==> config.mk <==
export PLATFORM = sky130hd
export DESIGN_NAME = pipeline_ctrl
export DESIGN_NICKNAME = d
export VERILOG_FILES = /design/src/rtl/pipeline_ctrl_pkg.sv /design/src/rtl/pipeline_ctrl_creg_file.sv /design/src/rtl/pipeline_ctrl.sv
export SDC_FILE = /design/constraint.sdc
export NUM_CORES = 1
export LEC_CHECK = 0
export CORE_ASPECT_RATIO = 0.6
export CORE_MARGIN = 10
export CORE_UTILIZATION = 48
export CTS_CLUSTER_DIAMETER = 80
export DETAILED_ROUTE_END_ITERATION = 6
export GPL_ROUTABILITY_DRIVEN = 1
export PLACE_DENSITY = 0.79
export SLEW_MARGIN = 20
export SYNTH_ARGS = -nofsm -noshare
export SYNTH_HDL_FRONTEND = slang
export SYNTH_SLANG_ARGS = --single-unit
export TNS_END_PERCENT = 10
==> constraint.sdc <==
create_clock -name clk -period 2.2 [get_ports clk]
set_input_delay 0.33 -clock clk [delete_from_list [all_inputs] [get_ports clk]]
set_output_delay 0.33 -clock clk [all_outputs]
set_load 0.01 [all_outputs]
==> src/rtl/pipeline_ctrl_pkg.sv <==
// Shared encodings for the pipeline controller: creg addresses, ctrl ops,
// exception codes, STATUS bit positions and the controller FSM states.
package pipeline_ctrl_pkg;

  typedef enum logic [1:0] {
    OP_NOP  = 2'd0,
    OP_WRCR = 2'd1,
    OP_EXRT = 2'd2,
    OP_RSVD = 2'd3
  } ctrl_op_e;

  typedef enum logic [2:0] {
    EXC_NONE     = 3'd0,
    EXC_EXT_INT  = 3'd1,
    EXC_UNDEF    = 3'd2,
    EXC_OVERFLOW = 3'd3,
    EXC_MISALIGN = 3'd4,
    EXC_TRAP     = 3'd5,
    EXC_PRIV     = 3'd6
  } exc_code_e;

  typedef enum logic {
    ST_BOOT = 1'b0,
    ST_RUN  = 1'b1
  } state_e;

  localparam logic [4:0] CR_STATUS     = 5'd0;
  localparam logic [4:0] CR_PRE_STATUS = 5'd1;
  localparam logic [4:0] CR_EPC        = 5'd2;
  localparam logic [4:0] CR_EXP_VECTOR = 5'd3;
  localparam logic [4:0] CR_CAUSE      = 5'd4;
  localparam logic [4:0] CR_INT_MASK   = 5'd5;
  localparam logic [4:0] CR_IRQ        = 5'd6;

  localparam int ST_EXE_MODE = 0;
  localparam int ST_INT_EN   = 1;

  typedef struct packed {
    logic        en;
    logic [4:0]  addr;
    logic [31:0] data;
  } creg_wr_t;

endpackage

==> src/rtl/pipeline_ctrl_creg_file.sv <==
// Control-register storage with a combinational read mux and the
// exception-entry / exception-return update paths.
module creg_file
  import pipeline_ctrl_pkg::*;
#(
  parameter logic [31:0] EXP_VECTOR_RST = 32'h0000_0100
) (
  input  logic        clk,
  input  logic        reset,
  input  logic [4:0]  rd_addr,
  output logic [31:0] rd_data,
  input  creg_wr_t    wr,
  input  logic        exc_en,
  input  logic [31:0] exc_pc,
  input  logic [2:0]  exc_code,
  input  logic        ret_en,
  input  logic [7:0]  irq,
  output logic [1:0]  status,
  output logic [7:0]  int_mask,
  output logic [31:0] epc,
  output logic [31:0] exp_vector
);

  logic [1:0] pre_status;
  logic [2:0] cause;

  // Exception entry outranks return, which outranks an explicit write.
  always_ff @(posedge clk or negedge reset) begin
    if (!reset) begin
      status     <= '0;
      pre_status <= '0;
      epc        <= '0;
      exp_vector <= EXP_VECTOR_RST;
      cause      <= '0;
      int_mask   <= 8'hFF;
    end else if (exc_en) begin
      epc        <= exc_pc;
      cause      <= exc_code;
      pre_status <= status;
      status     <= '0;
    end else if (ret_en) begin
      status <= pre_status;
    end else if (wr.en) begin
      case (wr.addr)
        CR_STATUS:     status     <= wr.data[1:0];
        CR_PRE_STATUS: pre_status <= wr.data[1:0];
        CR_EPC:        epc        <= wr.data;
        CR_EXP_VECTOR: exp_vector <= wr.data;
        CR_CAUSE:      cause      <= wr.data[2:0];
        CR_INT_MASK:   int_mask   <= wr.data[7:0];
        default: ;
      endcase
    end
  end

  always_comb begin
    rd_data = '0;
    case (rd_addr)
      CR_STATUS:     rd_data = {30'd0, status};
      CR_PRE_STATUS: rd_data = {30'd0, pre_status};
      CR_EPC:        rd_data = epc;
      CR_EXP_VECTOR: rd_data = exp_vector;
      CR_CAUSE:      rd_data = {29'd0, cause};
      CR_INT_MASK:   rd_data = {24'd0, int_mask};
      CR_IRQ:        rd_data = {24'd0, irq};
      default:       rd_data = '0;
    endcase
  end

endmodule

==> src/rtl/pipeline_ctrl.sv <==
// Central pipeline controller: per-stage stall/flush generation, redirect PC,
// BOOT/RUN sequencing and interrupt detection over the creg file.
module pipeline_ctrl
  import pipeline_ctrl_pkg::*;
#(
  parameter logic [31:0] RESET_VECTOR   = 32'h0000_0000,
  parameter logic [31:0] EXP_VECTOR_RST = 32'h0000_0100
) (
  input  logic        clk,
  input  logic        reset,
  input  logic        if_busy,
  input  logic        mem_busy,
  input  logic        ld_hazard,
  input  logic        br_taken,
  input  logic [7:0]  irq,
  input  logic        mem_en,
  input  logic [31:0] mem_pc,
  input  logic [1:0]  mem_ctrl_op,
  input  logic [4:0]  mem_dst_addr,
  input  logic [31:0] mem_out,
  input  logic [2:0]  mem_exp_code,
  input  logic [4:0]  creg_rd_addr,
  output logic [31:0] creg_rd_data,
  output logic        exe_mode,
  output logic        int_detect,
  output logic        if_stall,
  output logic        id_stall,
  output logic        ex_stall,
  output logic        mem_stall,
  output logic        if_flush,
  output logic        id_flush,
  output logic        ex_flush,
  output logic        mem_flush,
  output logic [31:0] new_pc
);

  state_e      state;
  logic        stall, run, exc_ev, ret_ev, wr_ev;
  logic [1:0]  status;
  logic [7:0]  int_mask;
  logic [31:0] epc, exp_vector;
  creg_wr_t    wr;

  assign stall  = if_busy | mem_busy;
  assign run    = reset && (state == ST_RUN) && !stall;
  assign exc_ev = run && mem_en && (mem_exp_code != EXC_NONE);
  assign ret_ev = run && mem_en && !exc_ev && (mem_ctrl_op == OP_EXRT);
  assign wr_ev  = run && mem_en && !exc_ev && (mem_ctrl_op == OP_WRCR);

  assign wr.en   = wr_ev;
  assign wr.addr = mem_dst_addr;
  assign wr.data = mem_out;

  creg_file #(.EXP_VECTOR_RST(EXP_VECTOR_RST)) u_creg (
    .clk        (clk),
    .reset      (reset),
    .rd_addr    (creg_rd_addr),
    .rd_data    (creg_rd_data),
    .wr         (wr),
    .exc_en     (exc_ev),
    .exc_pc     (mem_pc),
    .exc_code   (mem_exp_code),
    .ret_en     (ret_ev),
    .irq        (irq),
    .status     (status),
    .int_mask   (int_mask),
    .epc        (epc),
    .exp_vector (exp_vector)
  );

  assign exe_mode = status[ST_EXE_MODE];

  // BOOT waits out a stall so its redirect is never lost.
  always_ff @(posedge clk or negedge reset) begin
    if (!reset) begin
      state      <= ST_BOOT;
      int_detect <= 1'b0;
    end else begin
      int_detect <= status[ST_INT_EN] & (|(irq & ~int_mask));
      if (state == ST_BOOT && !stall) state <= ST_RUN;
    end
  end

  // Control outputs stay quiet while reset is held.
  assign if_stall  = reset & (stall | ld_hazard);
  assign id_stall  = reset & (stall | ld_hazard);
  assign ex_stall  = reset & stall;
  assign mem_stall = reset & stall;

  always_comb begin
    {if_flush, id_flush, ex_flush, mem_flush} = '0;
    new_pc = RESET_VECTOR;
    if (reset && !stall) begin
      if (state == ST_BOOT) begin
        if_flush = 1'b1;
        new_pc   = RESET_VECTOR;
      end else if (exc_ev || ret_ev || wr_ev) begin
        {if_flush, id_flush, ex_flush, mem_flush} = '1;
        new_pc = exc_ev ? exp_vector : (ret_ev ? epc : mem_pc + 32'd4);
      end else if (br_taken) begin
        if_flush = 1'b1;
      end else if (ld_hazard) begin
        id_flush = 1'b1;
      end
    end
  end

endmodule
# Word-level counts from Yosys, hierarchy flattened
# Index checks and enable logic that the tools add are counted.
dict set report word_totals {
  output_inout_bits 74
  input_bits 94
  word_cells 96
  reg_bits 81
}
dict set report classes {
  muxes 34
  n_eq_ne 14
  n_bitwise 10
  reduce_logical 29
  addsub 1
}
# op count
set op_table {}
lappend op_table {{$mux 32} 9}
lappend op_table {{$pmux 32 s7} 1}
lappend op_table {{$add 32x3->32 const B} 1}
lappend op_table {{$eq 5x3->1 const B} 5}
lappend op_table {{$eq 5x2->1 const B} 4}
lappend op_table {{$mux 2} 8}
lappend op_table {{$mux 1} 12}
lappend op_table {{$mux 3} 4}
lappend op_table {{$eq 5x1->1 const B} 2}
lappend op_table {{$logic_not 5->1} 2}
lappend op_table {{$logic_and 1x1->1} 9}
lappend op_table {{$reduce_and 3->1} 3}
lappend op_table {{$reduce_bool 3->1} 3}
lappend op_table {{$and 8x8->8} 1}
lappend op_table {{$not 8->8} 1}
lappend op_table {{$reduce_and 4->1} 2}
lappend op_table {{$reduce_bool 2->1} 4}
lappend op_table {{$reduce_or 8->1} 1}
lappend op_table {{$and 1x1->1} 3}
lappend op_table {{$not 1->1} 3}
lappend op_table {{$eq 2x1->1 const B} 1}
lappend op_table {{$eq 2x2->1 const B} 1}
lappend op_table {{$logic_not 1->1} 2}
lappend op_table {{$logic_or 1x1->1} 2}
lappend op_table {{3 further kinds} 4}

# Longest topological paths before layout
# Gate-level depths: netlist of run 1.
dict set report depth {
  ltp_word 13
  mapped_depth 7
  depth_no_buf 5
}

# By module
# A second synthesis of run 1 with hierarchy kept.
dict set report unflattened {
  hier_cells 662
  hier_area_um2 5809.3
}
# module cells_each seq_area_each_um2 area_each_um2 instances
set by_module_without_submodules {}
lappend by_module_without_submodules {creg_file 410 1988.2 4282.9 1}
lappend by_module_without_submodules {pipeline_ctrl 252 50.0 1526.5 1}

# Least setup slack after synthesis of run 1
# Ideal clock, no wire load.
dict set report synth_timing {
  path_type {input-to-output}
  from {input port mem_busy}
  to {output port new_pc[25]}
  setup_slack_ns -0.067
  cell_stages 6
  n_path_buf 2
  t_required_ns 1.870
  arrival_ns 1.937
  cell_sequence {or3b_1 -> nor2_2 -> clkbuf_1 -> clkbuf_1 -> o21ai_0 -> a211oi_1}
}
dict set report synth_between {
  elab_chain_len 13
  word_cells_on_any_way 17
  classes_between {5 x mux; 1 x bitwise; 11 x reduce/logical}
}
# item line_no
set synth_lines {}
lappend synth_lines {{from (decl)} pipeline_ctrl.sv:12} ;# input logic mem_busy,
lappend synth_lines {{$or 1x1->1 (*)} pipeline_ctrl.sv:44} ;# assign stall = if_busy | mem_busy;
lappend synth_lines {{$logic_not 1->1 (*)} {pipeline_ctrl.sv:45, pipeline_ctrl.sv:93}}
lappend synth_lines {{$logic_and 1x1->1} pipeline_ctrl.sv:45} ;# assign run = reset && (state == ST_RUN) && !stall;
lappend synth_lines {{$logic_and 1x1->1} {pipeline_ctrl.sv:46, pipeline_ctrl.sv:47, pipeline_ctrl.sv:48}}
lappend synth_lines {{$logic_and 1x1->1} pipeline_ctrl.sv:46} ;# assign exc_ev = run && mem_en && (mem_exp_code != EXC_NONE);
lappend synth_lines {{$logic_not 1->1} {pipeline_ctrl.sv:47, pipeline_ctrl.sv:48}}
lappend synth_lines {{$logic_and 1x1->1} {pipeline_ctrl.sv:47, pipeline_ctrl.sv:48}}
lappend synth_lines {{$logic_and 1x1->1} pipeline_ctrl.sv:47} ;# assign ret_ev = run && mem_en && !exc_ev && (mem_ctrl_op == OP_EXRT);
lappend synth_lines {{$mux 32 or $logic_or 1x1->1 (tied branches) (2 in series)} {pipeline_ctrl.sv:99, pipeline_ctrl.sv:97}}
lappend synth_lines {{$mux 32} pipeline_ctrl.sv:97} ;# end else if (exc_ev || ret_ev || wr_ev) begin
lappend synth_lines {{$mux 32} pipeline_ctrl.sv:94} ;# if (state == ST_BOOT) begin
lappend synth_lines {{$mux 32 (*)} pipeline_ctrl.sv:93} ;# if (reset && !stall) begin
lappend synth_lines {{to (decl)} pipeline_ctrl.sv:34} ;# output logic [31:0] new_pc
# Mark *: on every way between the ends. The rest lies on a longest branch, timed or not.

# Worst setup path after layout of run 1
dict set report layout_timing {
  from {input port if_busy}
  to {output port new_pc[21]}
}
dict set report layout_between {
  elab_chain_len 13
  word_cells_on_any_way 17
  classes_between {5 x mux; 1 x bitwise; 11 x reduce/logical}
}
# item line_no
set layout_lines {}
lappend layout_lines {{from (decl)} pipeline_ctrl.sv:11} ;# input logic if_busy,
lappend layout_lines {{$or 1x1->1 (*)} pipeline_ctrl.sv:44}
lappend layout_lines {{$logic_not 1->1 (*)} {pipeline_ctrl.sv:45, pipeline_ctrl.sv:93}}
lappend layout_lines {{$logic_and 1x1->1} pipeline_ctrl.sv:45}
lappend layout_lines {{$logic_and 1x1->1} {pipeline_ctrl.sv:46, pipeline_ctrl.sv:47, pipeline_ctrl.sv:48}}
lappend layout_lines {{$logic_and 1x1->1} pipeline_ctrl.sv:46}
lappend layout_lines {{$logic_not 1->1} {pipeline_ctrl.sv:47, pipeline_ctrl.sv:48}}
lappend layout_lines {{$logic_and 1x1->1} {pipeline_ctrl.sv:47, pipeline_ctrl.sv:48}}
lappend layout_lines {{$logic_and 1x1->1} pipeline_ctrl.sv:47}
lappend layout_lines {{$mux 32 or $logic_or 1x1->1 (tied branches) (2 in series)} {pipeline_ctrl.sv:99, pipeline_ctrl.sv:97}}
lappend layout_lines {{$mux 32} pipeline_ctrl.sv:97}
lappend layout_lines {{$mux 32} pipeline_ctrl.sv:94}
lappend layout_lines {{$mux 32 (*)} pipeline_ctrl.sv:93}
# Marks and branches as above.

==> results of run 1 <==
==> sequential cells by signal, indices dropped and copies added (netlist names) <==
name               cells
int_detect             1
u_creg.exp_vector     32
u_creg.cause           3
u_creg.int_mask        8
state                  1
u_creg.pre_status      2
u_creg.status          2
u_creg.epc            32
==> Yosys cell counts (12+ instances only) <==
| library cell | n | area share |
|---|---|---|
| a211oi_1 | 39 | 0.052 |
| a21oi_1 | 13 | 0.012 |
| a22o_1 | 24 | 0.037 |
| a22oi_1 | 15 | 0.020 |
| clkbuf_1 | 30 | 0.020 |
| dfrtp_1 | 72 | 0.32 |
| inv_1 | 21 | 0.014 |
| mux2_2 | 72 | 0.14 |
| mux2_4 | 28 | 0.075 |
| nand2_1 | 21 | 0.014 |
| nand3_1 | 14 | 0.012 |
| nand4_1 | 12 | 0.013 |
| nor2_1 | 14 | 0.0094 |
| o21ai_0 | 36 | 0.032 |
| xnor2_1 | 14 | 0.022 |
| xor2_1 | 13 | 0.020 |
==> cell families after synthesis <==
logic type	synth area share
buffers and inverters	0.0526
adder cells (fa/ha/maj)	0.00223
multiplexers	0.238
flip-flops	0.363
AND/OR/NAND/NOR	0.110
XOR/XNOR	0.0422
AO/OA/AOI/OAI	0.192
==> timing repair <==
action / CTS / global route
hold buffers: 0 / 0
cloned: 1 / 0
setup buffers: 25 / 10
pin swaps: 41 / 27
endpoints found under the setup margin: 142 / 100
resized for setup: 395 / 85
==> per-layer routing <==
| layer | vias to the layer above | wire (um) | part of all wire | GRT usage |
|---|---|---|---|---|
| met2 | 568 | 11300 | 0.42 | 0.438 |
| met3 | 137 | 3720 | 0.14 | 0.127 |
| met1 | 3123 | 10800 | 0.40 | 0.370 |
| met4 | 0 | 1200 | 0.044 | 0.128 |
| li1 | 2634 | - | - | - |
| met5 | - | 0 | 0 | 0 |
==> how the worst max path moves through the flow <==
stage                          from    endpoint  cells past startpoint
after detailed placement  mem_pc[5]  new_pc[25]                      9
after floorplan            mem_busy  new_pc[10]                      6
final                       if_busy  new_pc[21]                      9
after CTS                   if_busy  new_pc[13]                      9
after global routing        if_busy  new_pc[21]                      9
after global placement    mem_pc[5]  new_pc[25]                      9
==> critical path: stages <==
cell and delay, ns:
buf_6 0.09, or3b_4 0.41, nor2_4 0.27, o21ai_4 0.13, buf_6 0.15, buf_8 0.14, buf_6 0.13, a211oi_2 0.22
buf_2 0.19
==> per-stage QoR <==
step | std cells | hold slack (ns) | util | instance area [um^2]
floorplan | 550 | 0.0344 | - | 5640
detailed placement | 940 | 0.497 | 0.728 | 8280
finish | 991 | 0.0733 | 0.814 | 9260
global route | 991 | 0.121 | 0.814 | 9260
global placement | 940 | 0.490 | 0.728 | 8280
CTS | 981 | 0.0967 | 0.799 | 9090
==> layout make-up <==
class | instances | area, um^2
Clock buffer | 9 | 225
Clock inverter | 7 | 106
Fill cell | 599 | 2110
Inverter | 21 | 78.8
Multi-Input combinational cell | 404 | 3810
Sequential cell | 81 | 2040
Tap cell | 160 | 200
Timing Repair Buffer | 309 | 2800
==> power breakdown <==
| group | leakage [nW] | switching, mW | internal [mW] |
|---|---|---|---|
| Clock | 0.163 | 0.696 | 1.02 |
| Combinational | 3.05 | 0.496 | 0.615 |
| Sequential | 1.02 | 0.190 | 1.68 |
==> flow_summary.ini, run 1 <==
[outcome]
status = complete, but fails checks
violations = setup timing

[global_routing]
grt_overflow = 0
grt_pass1_vias = 6836
grt_pass1_wl_um = 39200
grt_max_degree = 43
track_usage = 0.297
antenna_found_initial = 0

[route]
wl_per_cell_um = 27.3
first_pass_iters = 6
routed_wl_um = 27000
routed_via_density = 6.52
drtAntennaViolNets = 0
drtIter0Drc = 902
via_count = 6462
drc = 0

[finish]
final_common_cell = buf_4
drive_above_1_share = 0.520
layout_common_cells = buf_4, mux2_2, dfrtp_1
final_net_count = 921
syn_to_final_growth_pct = 65.1
n_antenna_cell = 0

[timing]
report.final.slew_viol_count = 0
final_hold_viol_count = 0
timing.fmax_mhz = 415
fin_crit_sh = 1.10
worst_slack_ns = -0.210
finalSetupTns_ns = -2.40
worstMarginPinSlew_ns = 0.551
period_needed_ns = 2.41
rsz0062_at_grt = yes
finalSetupViolations = 27
skew_ns = 0.00536
slew_headroom = 0.629

[floorplanning]
core_area_um2 = 11400
dieArea_um2 = 16600
die_h_um = 104
initial_core_util = 0.493
die_w_um = 160
num_rows = 30
boundaryPins = 168

[clocking]
clkLatencyLatePin_ns = 0.35
clkTransAtPathRegs_ns = 0.07
numCtsBuffers = 9
cts_tree = built
clockBufferDepth = 2
clock_sinks = 81
htreeDepth = 3
cts-root-buf = clkbuf_16

[pwr]
p_leak_nw = 4.23
power_mw = 4.69
ir_worst_vdd_v = 0.000435
powerDensity_nw_per_um2 = 507

[critical_path]
r2r_cells = 8
worstSetupEndpointType = output pin
worstSetupPathType = input pin to output pin
arrival_ns = 2.08
worstPathRequired_ns = 1.87
start_kind = input pin
r2r_start = state
cp_max_fo = 6
r2r_slack_ns = 0.10
reg2reg_to = u_creg.exp_vector[20]

[synth]
syn_area_per_cell_um2 = 10.2
synth-seq-cells = 81
ys_seq_area_frac = 0.363
synthFlopType = dfrtp_1
syn_area_um2 = 5610
synthesis.nets = 645
ys_warn_count = 0
synth_edf_count = 0
async_flop_share = 1.00
synth.distinct_cells = 53
synthCells = 550

[placement]
dp_hpwl_um = 17000
pre_cts_slack_ns = -1.22
gp_congestion = 1.02
port_buffers = 167

[job]
drv_cap = 0

[hold_path]
hp-class = input pin to asynchronous set/reset pin
Power figures use the tool's default switching activity.
==> inputs of run 2 (changes only) <==
--- a/config.mk
+++ b/config.mk
@@ -5,13 +5,14 @@
 export SDC_FILE = /design/constraint.sdc
 export NUM_CORES = 1
 export LEC_CHECK = 0
+export ABC_AREA = 1
 export CORE_ASPECT_RATIO = 0.6
 export CORE_MARGIN = 10
-export CORE_UTILIZATION = 48
+export CORE_UTILIZATION = 49
 export CTS_CLUSTER_DIAMETER = 80
 export DETAILED_ROUTE_END_ITERATION = 6
 export GPL_ROUTABILITY_DRIVEN = 1
-export PLACE_DENSITY = 0.79
+export PLACE_DENSITY = 0.8
 export SLEW_MARGIN = 20
 export SYNTH_ARGS = -nofsm -noshare
 export SYNTH_HDL_FRONTEND = slang
==> run 2 against run 1 <==
Against the previous run:
- the flow finishes with violations (hold timing, setup timing)
- clock skew grew 0.00065 ns
- sequential power shrank 12%
- worst setup slack gained 0.13 ns
- combinational power shrank 14%
- critical path depth is the same
- utilization grew 0.31 points
- sequential share of layout area shrank 0.37 points
- wire length grew 0.62%
- synthesized cell count grew 73%
- non-clock buffer count grew 12
- register-to-register slack gained 0.10 ns
==> flow_summary.ini, run 2 <==
[synth]
synth-seq-cells = 81
synth_most_common_cell = nand2_1
async_flop_share = 1.00
synthFlopType = dfrtp_1
synth_edf_count = 0
syn_area_um2 = 5910
synth.distinct_cells = 34
yosys.area.top_type_share = 0.305
synthTopCellsByArea = dfrtp_1, nand2_1, inv_1
synthesis.nets = 1049
synth_top_cell_by_area = dfrtp_1
ys_warn_count = 0
ys_seq_area_frac = 0.345
syn_area_per_cell_um2 = 6.19
synthCells = 954
synth_common_cells = nand2_1, inv_1, o21ai_0, nor2_1, nand3_1

[route]
routed_via_density = 5.67
first_pass_iters = 6
drtAntennaViolNets = 0
drtIter0Drc = 1027
via_count = 8005
routed_wl_um = 27200
drc = 0
wl_per_cell_um = 19.3

[critical_path]
arrival_ns = 1.95
crit_end = new_pc[13]
startpoint = mem_pc[5]
r2r_slack_ns = 0.20
r2r_start = state
worstPathRequired_ns = 1.87
worstSetupPathType = input pin to output pin
start_kind = input pin
worstSetupEndpointType = output pin
r2r_cells = 12
reg2reg_to = u_creg.epc[28]
cp_max_fo = 4

[clocking]
cts_tree = built
clock_sinks = 81
cts-root-buf = clkbuf_16
numCtsBuffers = 9
clockBufferDepth = 2
htreeDepth = 3
clkLatencyLatePin_ns = 0.35
clkTransAtPathRegs_ns = 0.07
hold_buffers = 0

[timing]
rsz0062_at_grt = yes
worstMarginPinSlew_ns = 0.675
period_needed_ns = 2.28
final_hold_viol_count = 10
slew_headroom = 0.550
finalSetupViolations = 21
timing.fmax_mhz = 439
report.final.slew_viol_count = 0
fin_crit_sh = 1.03
whs_ns = -0.0191
worst_slack_ns = -0.0753
skew_ns = 0.00601

[pwr]
p_seq_frac = 0.405
p_leak_nw = 4.65
switching_share = 0.307
power_switching_mw = 1.25
p_comb_frac = 0.235
pwr-share-clk = 0.361
powerDensity_nw_per_um2 = 432
internal-power_mw = 2.82
ir_worst_vdd_v = 0.000392

[floorplanning]
num_rows = 30
dieArea_um2 = 17000
die_h_um = 105
core_area_um2 = 11500
initial_core_util = 0.513
die_w_um = 162
boundaryPins = 168

[finish]
final_area_um2 = 9420
drive_above_1_share = 0.264
layout_common_cells = nand2_1, buf_4, inv_1
final_cells = 1411
final_common_cell = nand2_1
syn_to_final_growth_pct = 59.4
n_antenna_cell = 0
reg_top3 = u_creg.epc x32, u_creg.exp_vector x32, u_creg.int_mask x8
final_net_count = 1341

[outcome]
status = complete, but fails checks
violations = hold timing, setup timing

[global_routing]
grt_overflow = 0
grt_pass1_vias = 7505
antenna_found_initial = 0
grt_pass1_wl_um = 41200
track_usage = 0.300
grt_max_degree = 51

[job]
drv_cap = 0

[placement]
dp_hpwl_um = 19200
port_buffers = 167
dp.cells = 1369
dpl-instance-area_um2 = 8650
gp_congestion = 0.985

[hold_path]
hp-class = input pin to asynchronous set/reset pin
[run 2: final cells by class]
class	instances	area [um^2]
Multi-Input combinational cell	695	3550
Timing Repair Buffer	321	2820
Fill cell	819	2100
Sequential cell	81	2040
Inverter	138	531
Clock buffer	11	243
Tap cell	160	200
Clock inverter	5	40.0
[run 2: how the worst min path moves through the flow]
stage / slack, ns / cells past startpoint / endpoint
floorplan: 0.03 / 0 / int_detect
global placement: 0.42 / 2 / int_detect
detailed placement: 0.42 / 2 / int_detect
CTS: 0.06 / 2 / int_detect
global route: 0.0002 / 2 / int_detect
finish: -0.02 / 2 / int_detect
[run 2: what timing repair did]
action,4_1_cts,5_1_grt
setup endpoints to repair,68,72
resized for setup,303,82
setup buffers,14,9
cloned,3,1
pin swaps,23,22
[run 2: kinds of logic after synthesis]
family,Yosys count,share of synthesized area
AND/OR/NAND/NOR,497,0.347
AO/OA/AOI/OAI,193,0.181
buffers and inverters,178,0.119
flip-flops,81,0.345
XOR/XNOR,4,0.00593
adder cells (fa/ha/maj),1,0.00212
[run 2: power groups by stage]
stage | sequential, mW | combinational, mW | clock [mW]
floorplan | 1.66 | 0.339 | 0
global placement | 1.66 | 0.838 | 0
detailed placement | 1.66 | 0.850 | 0
CTS | 1.64 | 0.889 | 1.47
global route | 1.66 | 1.03 | 1.54
finish | 1.65 | 0.955 | 1.47
[run 2: metrics by stage]
| step | setup WS (ns) | total power [mW] | setup TNS (ns) | utilization |
|---|---|---|---|---|
| floorplan | 0.431 | 1.99 | 0 | - |
| global placement | -0.652 | 2.50 | -36.55 | 0.750 |
| detailed placement | -0.691 | 2.51 | -38.58 | 0.750 |
| CTS | -0.155 | 4.00 | -0.644 | 0.797 |
| global route | -0.166 | 4.23 | -2.82 | 0.817 |
| finish | -0.0753 | 4.07 | -0.531 | 0.817 |
[run 2: worst max-delay path, cell delays in order]
cell and delay (ns):
dlygate4sd2_1 0.36, nand2_1 0.18, nor2_1 0.22, nand2_1 0.12
buf_4 0.17, o21bai_1 0.13, a21oi_1 0.11, nor2_1 0.17
buf_2 0.16
[run 2: layer usage]
metal | share of wire | wire length, um | vias to the layer above | global-route usage
met5 | 0 | 0 | - | 0
met4 | 0.021 | 562 | 0 | 0.0640
met3 | 0.16 | 4250 | 67 | 0.0933
met2 | 0.41 | 11300 | 645 | 0.425
met1 | 0.41 | 11100 | 3667 | 0.432
li1 | - | - | 3626 | -
